## config.mk

```make
export PLATFORM = sky130hd
export DESIGN_NAME = branch_resolver_flat
export DESIGN_NICKNAME = d
export VERILOG_FILES = /design/src/rtl/branch_resolver_if.sv /design/src/rtl/branch_resolver.sv /design/src/flat_wrapper.sv
export SDC_FILE = /design/constraint.sdc
export NUM_CORES = 1
export LEC_CHECK = 0
export BUFFER_PORTS_ARGS = -buffer_cell sky130_fd_sc_hd__buf_4
export CORE_MARGIN = 5
export CORE_UTILIZATION = 56
export DETAILED_ROUTE_END_ITERATION = 6
export PLACE_DENSITY = 0.95
export SYNTH_ARGS = -nofsm -noshare
export SYNTH_HDL_FRONTEND = slang
export SYNTH_SLANG_ARGS = --single-unit
export TNS_END_PERCENT = 20
```

## constraint.sdc

```tcl
create_clock -name i_clk -period 25.2 [get_ports i_clk]
set_input_delay 1.26 -clock i_clk [delete_from_list [all_inputs] [get_ports i_clk]]
set_output_delay 1.26 -clock i_clk [all_outputs]
set_load 0.005 [all_outputs]
```

## src/rtl/branch_resolver_if.sv

```systemverilog
// branch_resolver_if: fetch-side prediction, EX-side resolution and redirect/flush signals.
// Revision 1.0
`default_nettype none

interface branch_resolver_if;
  logic        i_stall;
  logic [31:0] pc_IF;
  logic        i_pc_sel_BTB;
  logic [31:0] i_pred_pc;
  logic [31:0] pc_EX;
  logic [31:0] instr_EX;
  logic        i_taken;
  logic [31:0] i_alu_data;
  logic        o_redirect_valid;
  logic [31:0] o_redirect_pc;
  logic        o_flush;
  logic [31:0] o_branch_cnt;
  logic [31:0] o_mispredict_cnt;

  modport master (
    output i_stall, pc_IF, i_pc_sel_BTB, i_pred_pc, pc_EX, instr_EX, i_taken, i_alu_data,
    input  o_redirect_valid, o_redirect_pc, o_flush, o_branch_cnt, o_mispredict_cnt
  );

  modport slave (
    input  i_stall, pc_IF, i_pc_sel_BTB, i_pred_pc, pc_EX, instr_EX, i_taken, i_alu_data,
    output o_redirect_valid, o_redirect_pc, o_flush, o_branch_cnt, o_mispredict_cnt
  );
endinterface

`default_nettype wire

```

## src/rtl/branch_resolver.sv

```systemverilog
// branch_resolver: compares carried predictions with EX resolution, redirects fetch and flushes.
// Revision 1.0
`default_nettype none

module branch_resolver (
  input  logic             i_clk,
  input  logic             i_rst,
  branch_resolver_if.slave bus
);

  localparam logic [6:0] OP_BRANCH = 7'b1100011;
  localparam logic [6:0] OP_JAL    = 7'b1101111;
  localparam logic [6:0] OP_JALR   = 7'b1100111;

  typedef enum logic [0:0] {IDLE = 1'b0, RECOVER = 1'b1} state_t;

  state_t      state, next_state;

  logic        id_valid, id_pred_taken;
  logic [31:0] id_pc, id_pred_target;
  logic        ex_valid, ex_pred_taken;
  logic [31:0] ex_pc, ex_pred_target;

  logic [31:0] branch_cnt, mispredict_cnt;

  logic [6:0]  opcode;
  logic        is_branch, is_ctrl;
  logic        pred_taken, actual_taken;
  logic        mispredict_raw, mispredict;
  logic        flush;
  logic        count_branch;
  logic [31:0] redirect_pc;
  logic        unused_instr_bits;

  assign unused_instr_bits = ^bus.instr_EX[31:7];

  always_comb begin
    next_state     = state;
    opcode         = bus.instr_EX[6:0];
    is_branch      = (opcode == OP_BRANCH);
    is_ctrl        = is_branch || (opcode == OP_JAL) || (opcode == OP_JALR);
    // A stale or aliased EX entry must not be trusted as a prediction
    pred_taken     = ex_valid && (ex_pc == bus.pc_EX) && ex_pred_taken;
    actual_taken   = 1'b0;
    mispredict_raw = 1'b0;
    if (is_ctrl) begin
      actual_taken   = is_branch ? bus.i_taken : 1'b1;
      mispredict_raw = (pred_taken != actual_taken) ||
                       (pred_taken && actual_taken && (ex_pred_target != bus.i_alu_data));
    end else begin
      mispredict_raw = pred_taken;
    end
    mispredict   = 1'b0;
    count_branch = 1'b0;
    flush        = 1'b0;
    case (state)
      IDLE: begin
        mispredict   = mispredict_raw;
        count_branch = is_ctrl;
        flush        = mispredict_raw;
        if (mispredict_raw) next_state = RECOVER;
      end
      RECOVER: begin
        flush      = 1'b1;
        next_state = IDLE;
      end
      default: next_state = IDLE;
    endcase
    redirect_pc = 32'h0;
    if (mispredict) redirect_pc = actual_taken ? bus.i_alu_data : bus.pc_EX + 32'd4;
  end

  assign bus.o_redirect_valid = mispredict;
  assign bus.o_redirect_pc    = redirect_pc;
  assign bus.o_flush          = flush;
  assign bus.o_branch_cnt     = branch_cnt;
  assign bus.o_mispredict_cnt = mispredict_cnt;

  always_ff @(posedge i_clk) begin
    if (i_rst) state <= IDLE;
    else       state <= next_state;
  end

  always_ff @(posedge i_clk) begin
    if (i_rst) begin
      id_valid <= 1'b0;
      ex_valid <= 1'b0;
    end else if (flush) begin
      id_valid <= 1'b0;
      ex_valid <= 1'b0;
    end else if (bus.i_stall) begin
      ex_valid <= 1'b0;
    end else begin
      id_valid       <= 1'b1;
      id_pc          <= bus.pc_IF;
      id_pred_taken  <= bus.i_pc_sel_BTB;
      id_pred_target <= bus.i_pred_pc;
      ex_valid       <= id_valid;
      ex_pc          <= id_pc;
      ex_pred_taken  <= id_pred_taken;
      ex_pred_target <= id_pred_target;
    end
  end

  // Counters are only written on an increment so they stick at all-ones
  always_ff @(posedge i_clk) begin
    if (i_rst) begin
      branch_cnt     <= 32'h0;
      mispredict_cnt <= 32'h0;
    end else begin
      if (count_branch && (branch_cnt != 32'hFFFF_FFFF))
        branch_cnt <= branch_cnt + 32'd1;
      if (mispredict && (mispredict_cnt != 32'hFFFF_FFFF))
        mispredict_cnt <= mispredict_cnt + 32'd1;
    end
  end

endmodule

`default_nettype wire

```

## src/flat_wrapper.sv

```systemverilog
// flat-port wrapper written by rule: the top's interface ports become plain ports
module branch_resolver_flat 
  (i_clk, i_rst, bus_i_stall, bus_pc_IF, bus_i_pc_sel_BTB, bus_i_pred_pc, bus_pc_EX, bus_instr_EX, bus_i_taken, bus_i_alu_data, bus_o_redirect_valid, bus_o_redirect_pc, bus_o_flush, bus_o_branch_cnt, bus_o_mispredict_cnt);
  branch_resolver_if bus_i ();
  input  logic i_clk;
  input  logic i_rst;
  input wire logic [$bits(bus_i.i_stall)-1:0] bus_i_stall;
  input wire logic [$bits(bus_i.pc_IF)-1:0] bus_pc_IF;
  input wire logic [$bits(bus_i.i_pc_sel_BTB)-1:0] bus_i_pc_sel_BTB;
  input wire logic [$bits(bus_i.i_pred_pc)-1:0] bus_i_pred_pc;
  input wire logic [$bits(bus_i.pc_EX)-1:0] bus_pc_EX;
  input wire logic [$bits(bus_i.instr_EX)-1:0] bus_instr_EX;
  input wire logic [$bits(bus_i.i_taken)-1:0] bus_i_taken;
  input wire logic [$bits(bus_i.i_alu_data)-1:0] bus_i_alu_data;
  output wire logic [$bits(bus_i.o_redirect_valid)-1:0] bus_o_redirect_valid;
  output wire logic [$bits(bus_i.o_redirect_pc)-1:0] bus_o_redirect_pc;
  output wire logic [$bits(bus_i.o_flush)-1:0] bus_o_flush;
  output wire logic [$bits(bus_i.o_branch_cnt)-1:0] bus_o_branch_cnt;
  output wire logic [$bits(bus_i.o_mispredict_cnt)-1:0] bus_o_mispredict_cnt;
  assign bus_i.i_stall = bus_i_stall;
  assign bus_i.pc_IF = bus_pc_IF;
  assign bus_i.i_pc_sel_BTB = bus_i_pc_sel_BTB;
  assign bus_i.i_pred_pc = bus_i_pred_pc;
  assign bus_i.pc_EX = bus_pc_EX;
  assign bus_i.instr_EX = bus_instr_EX;
  assign bus_i.i_taken = bus_i_taken;
  assign bus_i.i_alu_data = bus_i_alu_data;
  assign bus_o_redirect_valid = bus_i.o_redirect_valid;
  assign bus_o_redirect_pc = bus_i.o_redirect_pc;
  assign bus_o_flush = bus_i.o_flush;
  assign bus_o_branch_cnt = bus_i.o_branch_cnt;
  assign bus_o_mispredict_cnt = bus_i.o_mispredict_cnt;
  branch_resolver u_core (.i_clk(i_clk), .i_rst(i_rst), .bus(bus_i));
endmodule
```

==> results.md <==
* Min cycle time layout at 6.41 ns
* Post-synth EDFFs at 130
* Maximum vdd drop at 0.0000531 V
* Dpl hpwl at 18000 um
* First-pass GRT wire length at between 30000 and 40000 um
* Final Cycle Share at 0.254
* Final core occ at 0.728
* Synth warnings at 0
* Layout cell share with drive strength beyond 1 at 0.282
* CP delay by family, top: buffers and inverters
* Ys async rst share at 0
* Cell leakage power at 4.31 nW
* 1st-iter DRT viols at 386
* Final-report setup violation count at 0
* Core area at roughly 16000 um^2
* Worst Tran Pin Value at 0.873 ns
* Critical-path top delay cell: buf_4
* Setup bufs post-CTS at 0
* Root Driver: clkbuf_16
* Clk slew on worst S/H paths at 0.07 ns
* Post-Syn Instances at 772
* Distinct cells, synth at 47
* CP peak stage delay at between 0.5 and 0.6 ns
* Crit start category: input port
* Critical path endpoint category: output port
* CP Max Fanout at 54
* Slew Viols, Final at 0
* Hold_ws at 0.419 ns
* Finished Cell Area at about 11000 um^2
* Crit-path most repeated cell: buf_4
* Grt total ovfl at 0
* Max-Cap Viols at 0
* Setup TNS at 0 ns
* Commonest cells after routing, fill and taps aside: buf_4, edfxtp_1, xor2_1, nor2_1, dfxtp_1
* GRT Total Usage at 0.259
* Cell area after synthesis at 8870 um^2
* Yosys reg bits at 197
* Worst skew pair latency at around 0.43 ns
* Worst Setup Path Type: input port to output port
* Hold buffer count at cts at 0
* Fmax at 156 MHz
* R2r startpoint: u_core.ex_pc[28]
* Cell area power density at 59.4 nW/um^2
* Commonest non-fill, non-tap cell in the layout: buf_4
* WP buf/inv at 5
* Worst clock skew at about 0.014 ns
* Largest net degree at the start of global routing at 77
* CTS tree: built
* RSZ-0062 raised after global routing: false
* Chip width at 136 um
* Detail Route Antenna Nets at 0
* Initial Util at 0.565
* Run status: completed
* Clk sink count at 197
* P&R area growth vs syn at 28.8%
* Buffers on Ports at between 200 and 250
* Hold WC Path Type: flip-flop to flip-flop
* DRC viols at 0
* Antenna fix cells at 0
* Final Hold Viols at 0
* Vias in the first global route at a little under 7000
* Htree depth at 4
* Crit path DAT at just over 5 ns
* Sequential fraction of the synthesis area at 0.591
* Drt pass-1 iters at 7
* Syn Area/Cell at 11.5 um^2
* Initial antenna violation count at 0
* Total Wirelength at 24100 um
* Data required, critical path at 23.94 ns
* Top-level I/O count at 263
* Worst setup path startpoint: bus_pc_EX[28]
* CTS buffer count at 17
* Critical path, cell by cell: buf_4 > xnor2_1 > nand4_1 > or4_1 > or4_4 > clkinv_2 > ha_1 > o41a_2 > o21ai_4 > buf_4 > clkinv_1 > buf_4
* Worst Hold Launch: u_core.id_pc[6]
* Max Root-Sink Buffers at 2
* Slew margin rel. at 0.414
* Post-placement cell area at 10800 um^2
* Via-to-Cell Ratio at about 5.7
* Total vias in the final route at 7030
* Layout Nets at 1171
* Placer congestion estimate at about 0.87
* Filler cells at 1095
* Ys flop type: edfxtp_1
* Mapped Nets at 941
* Area of the die at 18500 um^2
* Site Rows at 46
* Die height at between 100 and 150 um
* WL per Instance at about 20 um
* Resized Gates After CTS at 0
-- synthesized netlist by cell type, drive strengths merged, types with 2 or more instances --
cell	number	area, um^2
o31ai	11	82.6
a21oi	25	125
nand4	31	194
clkinv	2	8.75
edfxtp	130	3900
mux2	8	90.1
nor2b	11	68.8
nor2	81	304
o21ai	15	78.8
ha	4	50.1
o41ai	2	17.5
clkbuf	25	93.8
a211oi	30	225
nand2	41	154
and2	8	50.1
nor3	16	80.1
xnor2	35	307
nor4	18	113
a311oi	2	17.5
nand3	36	180
and4	16	140
mux2i	4	40.0
inv	8	30.0
or4	12	93.8
nand2b	2	12.5
dfxtp	67	1340
and3	15	93.8
nand3b	2	15.0
xor2	85	744
buf	5	35.0
or3	14	87.6
-- logic make-up after synthesis --
kind of cell,Yosys count,share of synthesized area
mux,12,0.0147
xor+xnor,120,0.118
fa+ha+maj,4,0.00564
buf+inv,40,0.0189
compound gates,91,0.0678
flops,197,0.591
simple gates,308,0.184
-- stage by stage --
stage / power (mW) / cells / worst slack (ns)
after floorplan: 0.383 / 772 / 12.58
after global placement: 0.409 / 1199 / 18.94
after detailed placement: 0.411 / 1199 / 18.88
after CTS: 0.683 / 1231 / 18.81
after global routing: 0.699 / 1231 / 18.57
final: 0.679 / 1231 / 18.79
-- path summary, 6_finish.rpt --
| check | to | slack, ns | cells after the start |
|---|---|---|---|
| setup / recovery | bus_o_redirect_valid | 18.79 | 12 |
| hold reg to reg | u_core.ex_pc[6] | 0.42 | 0 |
| hold / removal | u_core.ex_pc[6] | 0.42 | 0 |
| setup reg to reg | u_core.bus.o_mispredict_cnt[13] | 20.62 | 12 |
-- worst reg2reg max path, cell delays in order (launching register included) --
cell	delay, ns
edfxtp_1	0.40
xnor2_1	0.24
nand4_1	0.16
or4_1	0.54
or4_4	0.47
clkinv_2	0.10
ha_1	0.25
o41a_2	0.52
o21ai_4	0.33
buf_4	0.56
clkinv_1	0.39
and4_1	0.25
mux2_2	0.27
-- sequential cells by signal, summed over array words and instances (netlist names) --
signal / cells
u_core.ex_pred_taken: 1
u_core.bus.o_mispredict_cnt: 32
u_core.ex_pc: 32
u_core.state: 1
u_core.id_pred_target: 32
u_core.ex_pred_target: 32
u_core.id_pc: 32
u_core.id_pred_taken: 1
u_core.ex_valid: 1
u_core.id_valid: 1
u_core.bus.o_branch_cnt: 32
-- metal layers --
layer | routed length, um | share of wire | vias to the layer above | GRT usage
met5 | 0 | 0 | - | 0
met4 | 490 | 0.020 | 0 | 0.0789
met3 | 2110 | 0.088 | 38 | 0.0651
met2 | 12600 | 0.52 | 342 | 0.461
met1 | 8880 | 0.37 | 3330 | 0.310
li1 | - | - | 3320 | -
-- where the power goes --
group | internal (mW) | leakage, nW | total, mW | switching (mW)
combinational | 0.0219 | 2.27 | 0.0456 | 0.0236
clock | 0.149 | 0.287 | 0.276 | 0.126
sequential | 0.355 | 1.76 | 0.358 | 0.00350
total | 0.526 | 4.31 | 0.679 | 0.153
-- area by class of cell --
class,count,area (um^2),share of cell area
flip-flops and latches,197,5250,0.459
repair buffers,241,1810,0.158
well taps,216,270,0.0236
clock buffers,17,425,0.0372
multi-input cells,535,3470,0.304
inverters,10,38.8,0.00339
clock inverters,15,168,0.0147
No activity file was read; power rests on OpenSTA's default activity.
